--- config.mk ---
export PLATFORM = sky130hd
export DESIGN_NAME = mac_lane_seq
export DESIGN_NICKNAME = d
export VERILOG_FILES = /design/src/rtl/mac_lane_seq_pkg.sv /design/src/rtl/mac_lane_seq_vld_pipe.sv /design/src/rtl/mac_lane_seq.sv
export SDC_FILE = /design/constraint.sdc
export NUM_CORES = 1
export LEC_CHECK = 0
export CORE_AREA = 2 2 513 515
export DETAILED_ROUTE_END_ITERATION = 12
export DIE_AREA = 0 0 515 517
export GPL_TIMING_DRIVEN = 0
export PLACE_DENSITY_LB_ADDON = 0.1
export SLEW_MARGIN = 30
export SYNTH_ARGS = -nofsm -noshare
export SYNTH_HDL_FRONTEND = slang
export SYNTH_SLANG_ARGS = --single-unit
--- constraint.sdc ---
create_clock -name clk -period 24.9 [get_ports clk]
set_clock_uncertainty 0.05 [all_clocks]
set_input_delay 4.98 -clock clk [delete_from_list [all_inputs] [get_ports clk]]
set_output_delay 4.98 -clock clk [all_outputs]
set_load 0.03 [all_outputs]
--- src/rtl/mac_lane_seq_pkg.sv ---
// Shared types and helpers for the MAC lane sequencer.
package mac_lane_seq_pkg;

  localparam int LANES = 16;

  typedef enum logic [1:0] {
    S_IDLE,
    S_FEED,
    S_DRAIN,
    S_DONE
  } state_t;

  typedef struct packed {
    logic signed [63:0] val;
    logic               ovf;
  } sat_res_t;

  // Signed add of two sign-extended operands, clamped to a w-bit signed range.
  // ovf flags that clamping took place.
  function automatic sat_res_t sat_add(input logic signed [63:0] a,
                                       input logic signed [63:0] b,
                                       input int w);
    logic signed [63:0] sum;
    logic signed [63:0] hi;
    logic signed [63:0] lo;
    sat_res_t           r;
    sum = a + b;
    hi  = (64'sd1 <<< (w - 1)) - 64'sd1;
    lo  = -(64'sd1 <<< (w - 1));
    if (sum > hi) begin
      r.val = hi;
      r.ovf = 1'b1;
    end else if (sum < lo) begin
      r.val = lo;
      r.ovf = 1'b1;
    end else begin
      r.val = sum;
      r.ovf = 1'b0;
    end
    return r;
  endfunction

endpackage

--- src/rtl/mac_lane_seq_vld_pipe.sv ---
// Valid-tag delay line: marks the cycle on which an issued tile's lane_f returns.
module mac_lane_vld_pipe #(
  parameter int LANE_LAT = 1
) (
  input  logic clk,
  input  logic reset,
  input  logic in_vld,
  output logic out_vld
);

  logic [LANE_LAT-1:0] sr;

  generate
    if (LANE_LAT == 1) begin : g_one
      // Single-stage tag register.
      always_ff @(posedge clk or posedge reset) begin
        if (reset) sr <= '0;
        else       sr[0] <= in_vld;
      end
    end else begin : g_multi
      // Multi-stage tag shift register.
      always_ff @(posedge clk or posedge reset) begin
        if (reset) sr <= '0;
        else       sr <= {sr[LANE_LAT-2:0], in_vld};
      end
    end
  endgenerate

  assign out_vld = sr[LANE_LAT-1];

endmodule

--- src/rtl/mac_lane_seq.sv ---
// Dot-product sequencer: feeds tiles to an external 16-wide MAC lane and
// accumulates the returned partial results with saturation.
module mac_lane_seq
  import mac_lane_seq_pkg::*;
#(
  parameter int IL       = 4,
  parameter int FL       = 16,
  parameter int LANE_LAT = 1,
  localparam int W       = IL + FL
) (
  input  logic               clk,
  input  logic               reset,
  input  logic               cmd_valid,
  output logic               cmd_ready,
  input  logic [4:0]         cmd_tiles,
  input  logic               tile_valid,
  output logic               tile_ready,
  input  logic [LANES*W-1:0] tile_i,
  input  logic [LANES*W-1:0] tile_w,
  output logic [LANES*W-1:0] lane_i,
  output logic [LANES*W-1:0] lane_w,
  input  logic [W-1:0]       lane_f,
  output logic               res_valid,
  input  logic               res_ready,
  output logic [W-1:0]       res_data,
  output logic               res_sat
);

  state_t     state, state_nx;
  logic [4:0] n_tiles;
  logic [4:0] iss_cnt;
  logic [4:0] ret_cnt;
  logic [W-1:0] acc;
  logic       sat;
  logic       lane_vld;
  logic       tag;
  logic       cmd_acc;
  logic       tile_acc;
  sat_res_t   sum;

  assign cmd_acc  = cmd_valid & cmd_ready;
  assign tile_acc = tile_valid & tile_ready;

  // State register.
  always_ff @(posedge clk or posedge reset) begin
    if (reset) state <= S_IDLE;
    else       state <= state_nx;
  end

  // Next-state and handshake outputs.
  always_comb begin
    state_nx   = state;
    cmd_ready  = 1'b0;
    tile_ready = 1'b0;
    res_valid  = 1'b0;
    case (state)
      S_IDLE: begin
        cmd_ready = 1'b1;
        if (cmd_valid) state_nx = S_FEED;
      end
      S_FEED: begin
        tile_ready = 1'b1;
        if (tile_valid && (iss_cnt + 5'd1 == n_tiles)) state_nx = S_DRAIN;
      end
      S_DRAIN: begin
        if (ret_cnt == n_tiles) state_nx = S_DONE;
      end
      S_DONE: begin
        res_valid = 1'b1;
        if (res_ready) state_nx = S_IDLE;
      end
      default: state_nx = S_IDLE;
    endcase
  end

  // Lane operand registers; idle cycles present zeros to the lane.
  always_ff @(posedge clk or posedge reset) begin
    if (reset) begin
      lane_i   <= '0;
      lane_w   <= '0;
      lane_vld <= 1'b0;
    end else begin
      lane_i   <= tile_acc ? tile_i : '0;
      lane_w   <= tile_acc ? tile_w : '0;
      lane_vld <= tile_acc;
    end
  end

  mac_lane_vld_pipe #(.LANE_LAT(LANE_LAT)) u_vld_pipe (
    .clk     (clk),
    .reset   (reset),
    .in_vld  (lane_vld),
    .out_vld (tag)
  );

  always_comb sum = sat_add({{(64-W){acc[W-1]}}, acc}, {{(64-W){lane_f[W-1]}}, lane_f}, W);

  // Command latch, issue/return counters and saturating accumulator.
  always_ff @(posedge clk or posedge reset) begin
    if (reset) begin
      n_tiles <= 5'd1;
      iss_cnt <= '0;
      ret_cnt <= '0;
      acc     <= '0;
      sat     <= 1'b0;
    end else if (cmd_acc) begin
      n_tiles <= (cmd_tiles == 5'd0) ? 5'd1 : cmd_tiles;
      iss_cnt <= '0;
      ret_cnt <= '0;
      acc     <= '0;
      sat     <= 1'b0;
    end else begin
      if (tile_acc) iss_cnt <= iss_cnt + 5'd1;
      if (tag) begin
        acc     <= sum.val[W-1:0];
        sat     <= sat | sum.ovf;
        ret_cnt <= ret_cnt + 5'd1;
      end
    end
  end

  assign res_data = acc;
  assign res_sat  = sat;

endmodule

[After elaboration in Yosys (flattened, before gate mapping)]
Index checks and enable logic that the tools add are counted.
Widths: inputs -> output; s select.
Word-level totals
  register bits after elaboration: 680
  bits of input ports: 670
  logic and storage cells: 54
  output and inout bits: 664
Operators by class
  bitwise gates (word level): 3
  mux-type cells: 21
  reduce and logical (&&, ||, !) cells: 6
  add/sub/neg operators: 3
  $lt $le $gt $ge: 2
  eq/ne operators: 9
Operators by type and width (count)
  $mux 320: 2
  $mux 21: 2
  $mux 20: 2
  $mux 5: 5
  $add 20x20->21: 1
  $gt 21x20->1 const B: 1
  $lt 21x20->1 const B: 1
  $add 5x1->5 const B: 2
  $eq 5x5->1: 2
  $mux 2: 4
  $ne 2x2->1 const B: 4
  $pmux 2 s4: 1
  $logic_not 5->1: 1
  $mux 1: 5
  $eq 2x2->1 const B: 2
  $reduce_and 4->1: 1
  $reduce_bool 2->1: 2
  $and 1x1->1: 2
  $eq 2x1->1 const B: 1
  $logic_not 2->1: 1
  $logic_and 1x1->1: 1
  $or 1x1->1: 1

[Depth between registers and ports, before layout]
Gate-level depths: netlist of the first run.
  depth in word-level cells: 7
  gate-level depth with buffers: 12
  depth with buffers taken out: 11

[Modules after synthesis]
A second synthesis of the first run with hierarchy kept.
Unflattened totals
  cell total of the unflattened synthesis: 1800
  area total of the unflattened synthesis: 23906.7 um^2
By module, submodules not included
  mac_lane_seq: times used 1, cells an instance 1798, area each 23877.9 um^2
  mac_lane_vld_pipe: times used 1, cells an instance 2, area each 28.8 um^2

[Worst setup path before layout of the first run]
OpenSTA, ideal clock, no wires.
  path type: input-to-reg
  start: in lane_f[0]
  end: reg acc[3], in the netlist res_data[3]
  arrival time: 7.222 ns
  cell stages on the path: 11
  data required time: 24.768 ns
  setup slack: 17.546 ns
  buffers on the path: 1
  cells stage by stage: ha_1 inv_1 fa_1 nand2b_1 a21oi_1 o211ai_2 a31oi_1 a211o_1 clkbuf_1 o311ai_1 a31oi_1
On the way
  word-level cells in the longest chain between the ends: 6
  elaborated cells between the ends (all ways): 7
RTL lines
  start, declared: line mac_lane_seq.sv:22  | input logic [W-1:0] lane_f,
  $add 20x20->21 *: line mac_lane_seq_pkg.sv:27  | sum = a + b;
  $lt 21x20->1: line mac_lane_seq_pkg.sv:33  | end else if (sum < lo) begin
  $mux 21: line mac_lane_seq_pkg.sv:33
  $mux 21 *: line mac_lane_seq_pkg.sv:30  | if (sum > hi) begin
  $mux 20 *: line mac_lane_seq.sv:114  | if (tag) begin
  $mux 20 *: line mac_lane_seq.sv:106  | end else if (cmd_acc) begin
  end signal, assigned: line mac_lane_seq.sv:115  | acc <= sum.val[W-1:0];
  end, declared: line mac_lane_seq.sv:33  | logic [W-1:0] acc;
Every way passes the cells marked *; elsewhere a longest branch is shown, timed or not. The select of a mux whose other input is x is not followed.
A chain may end at the register's enable or synchronous reset.

[Final worst setup path of the first run]
  start: in lane_f[0]
  end: reg acc[2], in the netlist res_data[2]
The elaborated chain is that of the path after synthesis.

==> results.sh, run 1 <==
export IMPL_outcome="finished clean"
export IMPL_setup_viol=0
export IMPL_r2r_start="res_data[0]"
export IMPL_max_slew_margin=0.425
export IMPL_cp_end_kind="register"
export IMPL_syn_mean_instance_area_sq_um=13.2
export IMPL_cts_tree="done"
export IMPL_clkTransAtPathRegs_ns=0.06
export IMPL_ys_seq_elements=680
export IMPL_yosys_area_top_type="dfrtp_1"
export IMPL_firstDrtPassIters=5
export IMPL_ys_top_cells_by_area="dfrtp_1, and3_1, clkbuf_1"
export IMPL_p_clk_frac=0.342
export IMPL_synth_edf_count=0
export IMPL_die_h_um=517
export IMPL_core_sq_mm=0.261
export IMPL_cts_root_buffer="clkbuf_16"
export IMPL_die_x_um=515
export IMPL_numCtsBuffers=97
export IMPL_cts_num_sinks=680
export IMPL_finalCritPeriodShare=0.331
export IMPL_dpl_hpwl_mm=150
export IMPL_drive_gt1_frac=0.0599
export IMPL_io_buffers=1333
export IMPL_crit_type="in2reg"
export IMPL_rsz0062_at_grt="false"
export IMPL_required_ns=25.45
export IMPL_worstHoldStart="lane_vld"
export IMPL_path_max_fanout=10
export IMPL_arrival_ns=8.78
export IMPL_grt_pass1_wl_mm=231
export IMPL_vdd_drop_max_v=0.0000491
export IMPL_hold_end="u_vld_pipe.out_vld"
export IMPL_place_ws_ns=15.93
export IMPL_wl_per_cell_um=26.5
export IMPL_grt_max_degree=78
export IMPL_drt_iter0_drc=963
export IMPL_ctsHtreeMaxLevel=3
export IMPL_post_cts_buffers=0
export IMPL_p_per_area_mw_per_mm2=101
export IMPL_met2_usage=0.208
export IMPL_start_util=0.0916
export IMPL_ys_flop_type="dfrtp_1"
export IMPL_period_needed_ns=8.23
export IMPL_antenna_found_initial=135
export IMPL_hold_path_depth=0
export IMPL_place_congestion=0.788
export IMPL_grt_pass1_vias=22600
export IMPL_yosysWarnings=0
export IMPL_hold_buffers=0
export IMPL_slew_violations=0
export IMPL_leakage_nw=21.0
export IMPL_r2r_end="res_data[2]"
export IMPL_use_met3=0.0635
export IMPL_holdWs_ns=0.300
export IMPL_setup_slack_ns=16.67
export IMPL_finalHoldViolCount=0
export IMPL_clock_path_buffers=3
export IMPL_drtAntennaViolNets=0
export IMPL_cts_resized=0
export IMPL_p_switching_mw=1.76
export IMPL_wirelength_mm=180
export IMPL_rrSetupSlack_ns=21.06
export IMPL_vias_per_cell=3.11
export IMPL_switching_share=0.382
export IMPL_seqPwrFrac=0.298
export IMPL_grt_use_met1=0.151
export IMPL_vias=21100
export IMPL_pin_count=1334
export IMPL_top_usage_layer="met2"
export IMPL_synth_cell_types=57
export IMPL_reg2regPathDepth=11
export IMPL_clkLatencyLatePin_ns=0.73
export IMPL_combPwrFrac=0.360
export IMPL_maxCapViolations=0
export IMPL_synth_cells=1816
export IMPL_p_int_mw=2.85
export IMPL_grt_ovfl_total=0
export IMPL_drc=0
export IMPL_netlist_area_sq_mm=0.0239
export IMPL_startpoint_type="input pin"
export IMPL_tightestPinTransition_ns=0.862
export IMPL_gr_usage_all_layers=0.130
export IMPL_seq_area_frac_synth=0.711
export IMPL_yosys_area_top_type_share=0.710
export IMPL_synthToLayoutAreaGrowth_pct=90.2
export IMPL_synth_async_reset_ratio=1.00
export IMPL_fmax_mhz=121
export IMPL_syn_num_nets=2513
export IMPL_worstHoldPathType="reg2reg"
export IMPL_nets=3956
export IMPL_die_area_sq_mm=0.266
export IMPL_num_rows=188
synth_stat cells, drive strengths merged (3+ instances only):
| library cell | number |
|---|---|
| dfrtp | 679 |
| a211o | 3 |
| nor2 | 26 |
| o311ai | 17 |
| o31ai | 3 |
| nand4 | 4 |
| a211oi | 3 |
| a31oi | 21 |
| o21bai | 4 |
| nand2b | 22 |
| o211ai | 19 |
| xnor2 | 16 |
| nor3b | 3 |
| clkbuf | 154 |
| nor3 | 12 |
| nor2b | 6 |
| inv | 18 |
| buf | 9 |
| a21oi | 19 |
| nand2 | 35 |
| o21ai | 13 |
| xor2 | 14 |
| and3 | 643 |
| a21o | 9 |
| ha | 26 |
| and2 | 4 |
| nand3 | 9 |
per-stage QoR:
stage	setup TNS (ns)	cell area (sq um)	power, mW	std cells	util
finish	0	45500	4.60	6791	0.174
floorplan	0	23900	2.19	1816	-
CTS	0	45400	4.73	6760	0.174
detailed placement	0	41900	3.09	6580	0.160
global placement	-8908.59	41500	3.10	6569	0.159
global route	0	45500	4.85	6776	0.174
state kept, by name, indices dropped and copies added (netlist names):
register            cells
lane_i                320
lane_w                320
res_data               20
iss_cnt                 5
n_tiles                 5
ret_cnt                 5
state                   2
lane_vld                1
res_sat                 1
u_vld_pipe.out_vld      1
kinds of logic (layout without fill, tap and decap cells):
family	count (synthesis)	in the layout	synth area share
DFF	680	680	0.711
other	0	31	0
adders and majority gates	27	27	0.0144
AOI/OAI and AO/OA	125	125	0.0381
and+or+nand+nor	770	770	0.194
xor gates and xnor gates	30	30	0.0110
buffers and inverters	181	1705	0.0292
muxes	3	3	0.00136
final cells by class:
class                           instances  area [sq um]
Tap cell                             3420          4280
Clock inverter                         46           797
Multi-Input combinational cell        955          6200
Fill cell                           29000        216000
Sequential cell                       680         17000
Antenna cell                           31          77.6
Buffer                                163           643
Timing Repair Buffer                 1344         13600
Clock buffer                          134          2760
Inverter                               18          75.1
layout by cell type (no fill, tap or decap), types with 6 or more instances in the layout:
cell type,count
buf_16,11
o311ai_1,14
clkbuf_1,164
nor2_1,26
nor3_1,11
bufinv_16,17
clkbuf_2,7
inv_1,17
and3_1,643
clkbuf_8,19
clkinvlp_4,6
nand2_1,35
nor2b_1,6
clkbuf_16,97
a21oi_1,18
nand2b_1,22
clkinv_2,15
dfrtp_1,679
buf_2,6
o211ai_1,17
a21o_1,9
clkdlybuf4s50_1,1333
a31oi_1,21
xor2_1,14
xnor2_1,16
diode_2,31
nand3_1,9
ha_1,26
o21ai_0,12
critical path, stage by stage:
cell and delay (ns):
clkdlybuf4s50_1 0.52, ha_1 0.24, inv_1 0.08, fa_1 0.43, nand2b_1 0.19, a21oi_1 0.36, o211ai_2 0.18, a31oi_1 0.50
a211o_1 0.42, clkbuf_1 0.48, o311ai_1 0.19, a31oi_1 0.21
metal layers:
metal,vias to the layer above,wire length [um],share of wire
met4,78,5300,0.029
met1,10400,70000,0.39
met2,1096,83300,0.46
li1,9269,-,-
met5,-,488,0.0027
met3,297,21000,0.12
how the worst max path moves through the flow:
stage                  endpoint      start  depth (start not counted)
finish              res_data[2]  lane_f[0]                         12
global placement      lane_i[4]      reset                          2
global route        res_data[2]  lane_f[0]                         12
CTS                 res_data[2]  lane_f[0]                         12
floorplan            iss_cnt[0]      reset                          1
detailed placement  res_data[6]  lane_f[0]                         12
power by group through the flow:
stage,logic (mW),clock network [mW],registers [mW]
detailed placement,1.70,0,1.39
global route,1.78,1.69,1.39
CTS,1.71,1.65,1.37
finish,1.66,1.57,1.37
global placement,1.70,0,1.40
floorplan,0.466,0,1.72
No activity file was read; power rests on OpenSTA's default activity.
==> inputs of run 2 (changes only) <==
- clock period: 24.9 -> 6.7 ns (I/O delays scaled with it)
==> run 2 against run 1 <==
Highest routed layer unchanged. Sequential power rose to 3.7 times the previous value. Largest cell class unchanged. First-iteration DRC count decreased by 0.10%. Clock-buffer cell count grew 15. Non-clock buffer count increased by 25. Die area is the same. Global-route usage barely moved. Combinational power grew to 3.7 times the previous value. Clock power grew to 3.3 times the previous value.
==> results.sh, run 2 (synthesis results as in run 1) <==
export IMPL_outcome="finished clean"
export IMPL_pin_count=1334
export IMPL_reg2regPathDepth=11
export IMPL_clock_path_buffers=3
export IMPL_place_congestion=0.784
export IMPL_setup_viol=0
export IMPL_grt_ovfl_total=0
export IMPL_die_h_um=517
export IMPL_r2r_start="res_data[0]"
export IMPL_drive_gt1_frac=0.0611
export IMPL_io_buffers=1333
export IMPL_required_ns=7.24
export IMPL_wirelength_mm=180
export IMPL_antenna_found_initial=128
export IMPL_startpoint_type="input pin"
export IMPL_holdWs_ns=0.310
export IMPL_arrival_ns=5.15
export IMPL_critPathCapture="res_data[2]"
export IMPL_crit_type="in2reg"
export IMPL_cts_resized=0
export IMPL_hold_buffers=0
export IMPL_worstHoldPathType="reg2reg"
export IMPL_die_area_sq_mm=0.266
export IMPL_firstDrtPassIters=5
export IMPL_dpl_hpwl_mm=152
export IMPL_finalCritPeriodShare=0.689
export IMPL_cts_num_sinks=680
export IMPL_clkLatencyLatePin_ns=0.70
export IMPL_ctsHtreeMaxLevel=3
export IMPL_rsz0062_at_grt="false"
export IMPL_drc=0
export IMPL_r2r_end="res_data[2]"
export IMPL_grt_pass1_wl_mm=231
export IMPL_gr_usage_all_layers=0.130
export IMPL_wl_per_cell_um=26.4
export IMPL_numCtsBuffers=95
export IMPL_path_max_fanout=10
export IMPL_die_x_um=515
export IMPL_vias_per_cell=3.13
export IMPL_rrSetupSlack_ns=2.80
export IMPL_post_cts_buffers=0
export IMPL_core_sq_mm=0.261
export IMPL_slew_violations=0
export IMPL_tightestPinTransition_ns=0.788
export IMPL_num_rows=188
export IMPL_cts_tree="done"
export IMPL_crit_path_start="lane_f[0]"
export IMPL_p_per_area_mw_per_mm2=363
export IMPL_nets=3979
export IMPL_fin_util=0.175
export IMPL_drtAntennaViolNets=0
export IMPL_fillers=28800
export IMPL_vias=21300
export IMPL_period_needed_ns=4.62
export IMPL_final_common_cell="clkdlybuf4s50_1"
export IMPL_cts_root_buffer="clkbuf_16"
export IMPL_maxCapViolations=0
export IMPL_finalHoldViolCount=0
export IMPL_synthToLayoutAreaGrowth_pct=90.6
export IMPL_drt_iter0_drc=962
export IMPL_vdd_drop_max_v=0.000213
export IMPL_clkTransAtPathRegs_ns=0.06
export IMPL_layout_common_cells="clkdlybuf4s50_1, dfrtp_1, and3_1"
export IMPL_max_slew_margin=0.475
export IMPL_cp_end_kind="register"
export IMPL_start_util=0.0916
export IMPL_leakage_nw=21.0
export IMPL_grt_max_degree=27
export IMPL_fmax_mhz=217
export IMPL_grt_pass1_vias=23000
==> run 2: changes by cell type in the layout (fill, tap and decap cells not counted), moves of 4 or more <==
| cell | before | now |
|---|---|---|
| buf_12 | 0 | 24 |
| bufinv_16 | 17 | 5 |
| clkbuf_1 | 164 | 176 |
| clkinvlp_4 | 6 | 2 |
| diode_2 | 31 | 23 |
==> run 2: power by group <==
part | switching, mW | internal, mW | total, mW | leakage, nW
Sequential | 0.323 | 4.78 | 5.10 | 9.27
Clock | 2.15 | 3.10 | 5.25 | 1.55
Combinational | 3.89 | 2.28 | 6.18 | 10.2
Total | 6.37 | 10.2 | 16.5 | 21.0
==> run 2: stage by stage <==
step | setup WS (ns) | instances | cell area (sq um) | total power, mW | setup TNS [ns]
after detailed placement | 1.37 | 6605 | 42400 | 11.5 | 0
after global routing | 1.90 | 6782 | 45500 | 17.5 | 0
after floorplan | -3.99 | 1816 | 23900 | 8.12 | -2711.53
final | 2.08 | 6800 | 45600 | 16.5 | 0
after CTS | 2.15 | 6777 | 45500 | 17.0 | 0
after global placement | -11.31 | 6569 | 41500 | 11.5 | -7409.96
==> run 2: cell type report <==
type                    instances  area, sq um  area share
clock inverters                23          309     0.00678
flip-flops and latches        680        17000       0.373
repair buffers               1369        14200       0.311
inverters                      18         71.3     0.00156
well taps                    3420         4280      0.0939
multi-input cells             955         6200       0.136
plain buffers                 163          646      0.0142
diodes                         23         57.6     0.00126
clock buffers                 149         2840      0.0624
==> run 2: layer usage <==
layer  GRT usage  up-vias  part of all wire
met5           0        -            0.0013
met4      0.0257       38             0.018
met3      0.0561      278              0.10
met2       0.225     1090              0.49
met1       0.148    10600              0.38
li1            -     9314                 -
==> run 2: worst min path at each step <==
stage | to | from | cells after the start
finish | u_vld_pipe.out_vld | lane_vld | 0
global route | u_vld_pipe.out_vld | lane_vld | 0
CTS | u_vld_pipe.out_vld | lane_vld | 0
detailed placement | u_vld_pipe.out_vld | lane_vld | 0
global placement | u_vld_pipe.out_vld | lane_vld | 0
floorplan | u_vld_pipe.out_vld | lane_vld | 0
==> run 2: critical path: stages <==
cell and delay (ns):
clkdlybuf4s50_1 0.54, ha_1 0.23, inv_1 0.07, fa_1 0.42, nand2b_1 0.20, a21oi_1 0.38, o211ai_2 0.17, a31oi_1 0.52
a211o_1 0.43, clkbuf_1 0.46, o311ai_1 0.18, a31oi_1 0.20
